<file path="src/rtl/div_arbiter.sv">
// div_arbiter: round-robin sequencer sharing one iterative divider between two requesters.
// Optional feature DIV_ARB_ZERO_BYPASS_EN answers zero divisors locally without kicking the divider.
module div_arbiter #(
  parameter int WAIT_LIMIT = 63
) (
  input  logic        clk,
  input  logic        reset,
  input  logic        req_0,
  input  logic        req_1,
  input  logic        rem_0,
  input  logic        rem_1,
  input  logic        uns_0,
  input  logic        uns_1,
  input  logic [31:0] a_0,
  input  logic [31:0] a_1,
  input  logic [31:0] b_0,
  input  logic [31:0] b_1,
  output logic        ack_0,
  output logic        ack_1,
  output logic        done_0,
  output logic        done_1,
  output logic [31:0] res_0,
  output logic [31:0] res_1,
  output logic        err_0,
  output logic        err_1,
  output logic        busy,
  output logic        div_kick,
  output logic        div_unsigned,
  output logic [31:0] div_a,
  output logic [31:0] div_b,
  input  logic        div_ready,
  input  logic [31:0] div_quotient,
  input  logic [31:0] div_remainder
);

  localparam int         DATA_W = 32;
  localparam logic [5:0] LIMIT  = 6'(WAIT_LIMIT);

`ifdef DIV_ARB_ZERO_BYPASS_EN
  typedef enum logic [2:0] {S_IDLE, S_KICK, S_SETTLE, S_WAIT, S_BYPASS} state_t;
`else
  typedef enum logic [1:0] {S_IDLE, S_KICK, S_SETTLE, S_WAIT} state_t;
`endif

  state_t             state;
  logic [5:0]         wait_cnt;
  logic               last_grant;
  logic               owner;
  logic               rem_q;

  logic               any_req;
  logic               win_1;
  logic               grant;
  logic [DATA_W-1:0]  sel_a;
  logic [DATA_W-1:0]  sel_b;
  logic               sel_rem;
  logic               sel_uns;

  logic               fin_en;
  logic               fin_err;
  logic [DATA_W-1:0]  fin_res;

  // On a tie the requester that did not win last time takes the grant.
  always_comb begin
    any_req = req_0 | req_1;
    win_1   = (req_0 && req_1) ? ~last_grant : req_1;
    sel_a   = win_1 ? a_1 : a_0;
    sel_b   = win_1 ? b_1 : b_0;
    sel_rem = win_1 ? rem_1 : rem_0;
    sel_uns = win_1 ? uns_1 : uns_0;
`ifdef DIV_ARB_ZERO_BYPASS_EN
    grant   = any_req && (div_ready || (sel_b == '0));
`else
    grant   = any_req && div_ready;
`endif
  end

  always_comb begin
    fin_en  = 1'b0;
    fin_err = 1'b0;
    fin_res = '0;
    case (state)
      S_WAIT: begin
        if (div_ready) begin
          fin_en  = 1'b1;
          fin_res = rem_q ? div_remainder : div_quotient;
        end else if (wait_cnt == LIMIT) begin
          fin_en  = 1'b1;
          fin_err = 1'b1;
        end
      end
`ifdef DIV_ARB_ZERO_BYPASS_EN
      // x/0 yields all ones, x%0 yields the dividend.
      S_BYPASS: begin
        fin_en  = 1'b1;
        fin_res = rem_q ? div_a : '1;
      end
`endif
      default: ;
    endcase
  end

  assign busy = (state != S_IDLE);

  always_ff @(posedge clk or negedge reset) begin
    if (!reset) begin
      state        <= S_IDLE;
      wait_cnt     <= '0;
      last_grant   <= 1'b1;
      owner        <= 1'b0;
      rem_q        <= 1'b0;
      ack_0        <= 1'b0;
      ack_1        <= 1'b0;
      done_0       <= 1'b0;
      done_1       <= 1'b0;
      res_0        <= '0;
      res_1        <= '0;
      err_0        <= 1'b0;
      err_1        <= 1'b0;
      div_kick     <= 1'b0;
      div_unsigned <= 1'b0;
      div_a        <= '0;
      div_b        <= '0;
    end else begin
      ack_0  <= 1'b0;
      ack_1  <= 1'b0;
      done_0 <= 1'b0;
      done_1 <= 1'b0;

      if (fin_en) begin
        if (owner) begin
          res_1  <= fin_res;
          err_1  <= fin_err;
          done_1 <= 1'b1;
        end else begin
          res_0  <= fin_res;
          err_0  <= fin_err;
          done_0 <= 1'b1;
        end
      end

      case (state)
        S_IDLE: begin
          if (grant) begin
            owner        <= win_1;
            last_grant   <= win_1;
            rem_q        <= sel_rem;
            div_a        <= sel_a;
            div_b        <= sel_b;
            div_unsigned <= sel_uns;
            ack_0        <= ~win_1;
            ack_1        <= win_1;
`ifdef DIV_ARB_ZERO_BYPASS_EN
            if (sel_b == '0) begin
              state <= S_BYPASS;
            end else begin
              div_kick <= 1'b1;
              state    <= S_KICK;
            end
`else
            div_kick <= 1'b1;
            state    <= S_KICK;
`endif
          end
        end
        S_KICK: begin
          div_kick <= 1'b0;
          state    <= S_SETTLE;
        end
        // The divider's ready may not have dropped yet, so it is not looked at here.
        S_SETTLE: begin
          wait_cnt <= '0;
          state    <= S_WAIT;
        end
        S_WAIT: begin
          if (fin_en) begin
            state <= S_IDLE;
          end else begin
            wait_cnt <= wait_cnt + 6'd1;
          end
        end
`ifdef DIV_ARB_ZERO_BYPASS_EN
        S_BYPASS: state <= S_IDLE;
`endif
        default: state <= S_IDLE;
      endcase
    end
  end

endmodule

</file>
<file path="config.mk">
export PLATFORM = sky130hd
export DESIGN_NAME = div_arbiter
export DESIGN_NICKNAME = d
export VERILOG_FILES = /design/src/rtl/div_arbiter.sv
export SDC_FILE = /design/constraint.sdc
export NUM_CORES = 1
export LEC_CHECK = 0
export ABC_CLOCK_PERIOD_IN_PS = 4550
export CAP_MARGIN = 25
export CORE_ASPECT_RATIO = 0.9
export CORE_MARGIN = 8
export CORE_UTILIZATION = 42
export CTS_CLUSTER_SIZE = 20
export DETAILED_ROUTE_END_ITERATION = 8
export PLACE_DENSITY = 0.86
export SLEW_MARGIN = 30
export SYNTH_ARGS = -nofsm -noshare
export SYNTH_HDL_FRONTEND = slang
export SYNTH_SLANG_ARGS = --single-unit
</file>
<file path="constraint.sdc">
create_clock -name clk -period 4.55 [get_ports clk]
set_input_delay 0.91 -clock clk [delete_from_list [all_inputs] [get_ports clk]]
set_output_delay 0.91 -clock clk [all_outputs]
set_load 0.005 [all_outputs]
</file>
### Word level (Yosys, flattened, before mapping)

Index checks and enable logic that the tools add are counted.

| storage, ports and cells | value |
|---|---|
| register bits after elaboration | 147 |
| input bits | 201 |
| output and inout port bits | 137 |
| logic and storage cells | 69 |

| operators by class | value |
|---|---|
| add/subtract/negate cells | 1 |
| equality and inequality tests | 7 |
| mux-type cells | 28 |
| bitwise gates (word level) | 4 |
| reduce and logical (&&, ||, !) cells | 12 |

Operators by type and width:

| operator | number |
|---|---|
| 32-bit 2-to-1 mux | 5 |
| 1-bit 2-to-1 mux | 17 |
| 6-bit one-hot mux with 2 select lines | 1 |
| 2-bit AND reduction | 6 |
| 2-bit one-hot mux with 4 select lines | 1 |
| 6-bit by 1-bit adder with 6-bit output, second input constant | 1 |
| 6-bit == test, second input constant | 1 |
| 6-bit 2-to-1 mux | 1 |
| 2-bit != test, second input constant | 3 |
| 2-bit nonzero test | 3 |
| 2-bit == test, second input constant | 2 |
| 2-bit 2-to-1 mux | 2 |
| 1-bit inverter | 3 |
| 2-bit by 1-bit == test with 1-bit output, second input constant | 1 |
| 1-bit logical AND | 2 |
| 2-bit zero test | 1 |
| 1-bit one-hot mux with 2 select lines | 1 |
| 1-bit OR | 1 |

### Depth between registers and ports, before layout

| depth | value |
|---|---|
| word-level depth | 6 |
| gate-level depth with buffers | 8 |
| depth with buffers taken out | 6 |

### Worst setup path after synthesis

OpenSTA, ideal clock, no wires.

| path | value |
|---|---|
| path type | input-to-reg |
| from | in div_ready |
| to | reg div_a[24] |
| setup time | 0.127 ns |
| data arrival time | 1.975 ns |
| data required time | 4.423 ns |
| path slack | 2.448 ns |
| stages | 7 |
| buffers on the path | 3 |
| cells stage by stage | buf_4 -> inv_2 -> or3_1 -> buf_6 -> buf_6 -> a222oi_1 -> inv_1 |

| between the ends | value |
|---|---|
| word-level cells in the longest chain between the ends | 2 |

RTL lines:

| what | line | source |
|---|---|---|
| start: declaration | 31 | `input logic div_ready,` |
| 1-bit logical AND | 74 | `grant = any_req && div_ready;` |
| 2-bit AND reduction (no source line) | n/a |  |
| end signal: assignment | 148 | `div_a <= sel_a;` |
| end: declaration | 29 | `output logic [31:0] div_a,` |

Every way passes these cells.
A chain may end at the register's enable or synchronous reset.

### Worst setup path after layout

| path | value |
|---|---|
| from | reg state[0] |
| to | out busy |

| between the ends | value |
|---|---|
| word-level cells in the longest chain between the ends | 1 |

RTL lines:

| what | line | source |
|---|---|---|
| start: declaration | 45 | `state_t state;` |
| start signal: assignment | 107 | `state <= S_IDLE;` |
| start signal: assignment | 162 | `state <= S_KICK;` |
| start signal: assignment | 168 | `state <= S_SETTLE;` |
| 2-bit nonzero test | 103 | `assign busy = (state != S_IDLE);` |
| end: declaration | 26 | `output logic busy,` |

Every way passes these cells.

==> summary by stage <==
Final layout
The library cell used most frequently in the layout, excluding fill and tap cells, is clkdlybuf4s50_1. The total inserted antenna cells is 0. The final net count is 1021. The fill cell total of the finished layout is 1007.

Relative to the synthesized area, the layout overhead comes to 67.4%. The proportion of layout cells with a drive suffix above 1 is 6.52%. For this run, the number of standard cells in the final layout without fillers is 1026.

In the layout the commonest cells are clkdlybuf4s50_1, dfrtp_1, inv_1, a222oi_1, o2bb2ai_1.

Floorplanning
After floorplanning, the core was sized to cover 0.0145 sq mm. The width of the die is 144 microns. The height of the die is 131 microns. The boundary pin count is 338. The starting density of the core is 42.4%.

The floorplan step defined a die boundary enclosing 0.0188 sq mm. The number of core rows is 42.

Placed design
Input and output buffers added on the ports amount to 337. The congestion estimate from routability-driven global placement came to 0.906. The placed wire-length estimate after detailed placement is 16700 microns. Counting tap cells, the placed design contains a total of 994 instances.

Logic synthesis
The most frequently used flop master after synthesis is dfrtp_1. Counting flops with an async set or reset pin after synthesis yields a share of 100%. The number of different library cells in the post-synthesis netlist is 37. The synthesized design contains 0 enable-type register cells. For this run, the number of Yosys warnings is 0. The number of nets produced by synthesis is 697.

The post-synthesis area per instance is 12.5 sq um. The mapped netlist covers 0.00615 sq mm. The number of synthesized register bits is 147. The sequential area share after synthesis is 59.8%. After technology mapping, the gate count stands at 491.

Power
For this design the static power due to leakage is 4.66 nW. IR analysis of the VDD net gives a maximum drop of 0.347 mV. Power spread over the standard cell area amounts to 628 mW/mm^2.

CTS
For this design, the sink count on the clock tree is 147. For this design, the CTS-stage hold fixing added 0 buffers. No sink is reached through more buffers than the 2 on the longest clock path. The CTS tree is done. The source-to-sink clock delay at the later pin of the worst-skew pair is 0.42 ns. The number of gates resized after CTS was 0. The number of buffers inserted by post-CTS setup repair is 0. The tree is rooted in a clkbuf_16. After clock tree synthesis, the clock-pin slew on the worst setup and hold paths is 0.06 ns. CTS built an H-tree with a depth of 4. The number of buffers created by CTS is 17.

Critical path
The number of cells on the worst reg-to-reg path is 7. STA classifies the critical path startpoint as a register. The largest individual stage delay along the critical path comes from the cell clkdlybuf4s50_1.

The critical path capture point is busy. The worst setup path is captured at an output pin. The buffers plus inverters on the worst setup path is 3. The kind of cell with the highest combined delay along the critical path is buffers and inverters. The startpoint of the lowest-slack register-to-register path is state[0]. The critical path class is reg2out.

Along the worst path, the maximum fanout reaches 7. Data on the critical path arrives at its endpoint at 1.86 ns. The depth of the critical timing path with buffers and inverters included is 4.

The worst register-to-register path ends at div_b[8]. The critical path starts at state[0]. The largest stage delay on the critical path is 0.53 ns. Data on the critical path is required at its endpoint by 3.64 ns.

Traced cell by cell, the critical path runs through inv_1, ha_1, inv_2, clkdlybuf4s50_1. The setup check on the worst reg-to-reg path leaves a slack of 2.21 ns.

Job
Max-cap violations in this run came to 0.

Routing
The detail route stage leaves a number of antenna-violating nets equal to 0. The vias per cell is 5.53. The detailed-router iteration count before antenna repair is 6. After detailed routing, the average wire length per cell comes to 21.9 microns. After detailed routing, the number of remaining DRC violations is 0. Wires add up to 22400 microns. The final route contains 5669 vias. The first routing iteration left 728 violations.

Timing
The share of the clock period used by the worst path after layout is 60.8%. The final critical delay including setup and external delays is 2.77 ns. The number of hold violations in the final report came to 0.

The total negative slack is 0 ns. The count of final max-slew check failures was 0. The post-route clock skew is 0.00919 ns. The timing-limited maximum frequency is 361 MHz. Setup repair after global routing left no endpoint under its margin. The worst-margin pin slew is 0.927 ns. The final count of negative-setup-slack endpoints is 0. Measured against its own limit, the worst slew margin works out to 38.2%.

Worst hold path
The type of the worst min-delay path is reg2reg. Along the worst hold path, the cell count comes to 1.

Global route
The largest net degree at the start of global routing is 85. The first global-routing pass estimated 33900 microns of wire. The initial antenna violation count came to 0.

The number of global-route vias before repair came to 6151. Global routing consumed, over all layers together, 23.4% of the routing resources. The total overflow left after global routing is 0.

Status
The run finished with clean final reports.
cells by family after synthesis:
kind of cell    after synthesis  share of synthesized area, %
compound gates              160                          22.9
simple gates                 27                          2.22
mux                          33                          5.39
xor+xnor                      1                         0.142
fa+ha+maj                     5                          1.02
buf+inv                     118                          8.54
flops                       147                          59.8
registers in the layout (all words and copies together) (netlist names), 2 cells and up:
name	flops
res_0	32
wait_cnt	6
res_1	32
state	2
div_b	32
div_a	32
metal layers:
layer  part of all wire, %  wire (microns)  GRT usage (%)  vias to the layer above
met5                     0               0              0                        -
met4                   1.5             327           6.98                        0
met3                   9.1            2040           6.79                       25
met2                    51           11500           40.7                      307
met1                    38            8550           27.6                     2813
li1                      -               -              -                     2524
synth_stat cells, types with 2 or more instances:
library cell	number	area, sq um
o21a_1	2	15.0
nand2_1	9	33.8
dfrtp_1	146	3650
a21oi_1	13	65.1
o21ai_1	2	10.0
mux2i_1	32	320
buf_2	15	75.1
a222oi_1	66	661
ha_1	5	62.6
o2bb2ai_1	64	561
nor2_1	5	18.8
nor3_1	4	20.0
buf_6	8	90.1
o21ai_0	3	15.0
clkbuf_1	16	60.1
inv_1	76	285
o211ai_1	2	15.0
inv_2	2	7.51
nand3_1	3	15.0
report_power, final:
group	internal [mW]	leakage (nW)	switching, mW	total, mW
logic	1.62	2.48	1.03	2.65
clock network	0.942	0.317	0.558	1.50
registers	1.89	1.86	0.425	2.32
worst min-delay path by stage:
stage / end / startpoint
floorplan: err_1 / owner
finish: res_1[0] / res_1[0]
CTS: res_1[9] / res_1[9]
global placement: div_a[17] / div_a[17]
detailed placement: res_0[19] / res_0[19]
global route: res_1[1] / res_1[1]
cell type report:
cell class	count	area [sq um]	area share, %
clock buffers	18	439	4.26
clock inverters	14	199	1.93
inverters	78	293	2.84
multi-input cells	226	1980	19.2
flip-flops and latches	147	3680	35.7
well taps	198	248	2.41
repair buffers	345	3460	33.6
stage by stage:
stage	total power, mW	hold WS [ns]	setup slack, ns	utilization [%]	instance area [sq um]
final	6.46	0.488	1.78	71.0	10300
after global routing	6.81	0.502	1.69	71.0	10300
after CTS	6.52	0.489	1.77	71.0	10300
after detailed placement	4.97	0.473	1.55	66.6	9660
after global placement	4.85	0.470	1.33	66.6	9660
after floorplan	3.27	0.479	2.45	-	6150
Power figures use the tool's default switching activity.
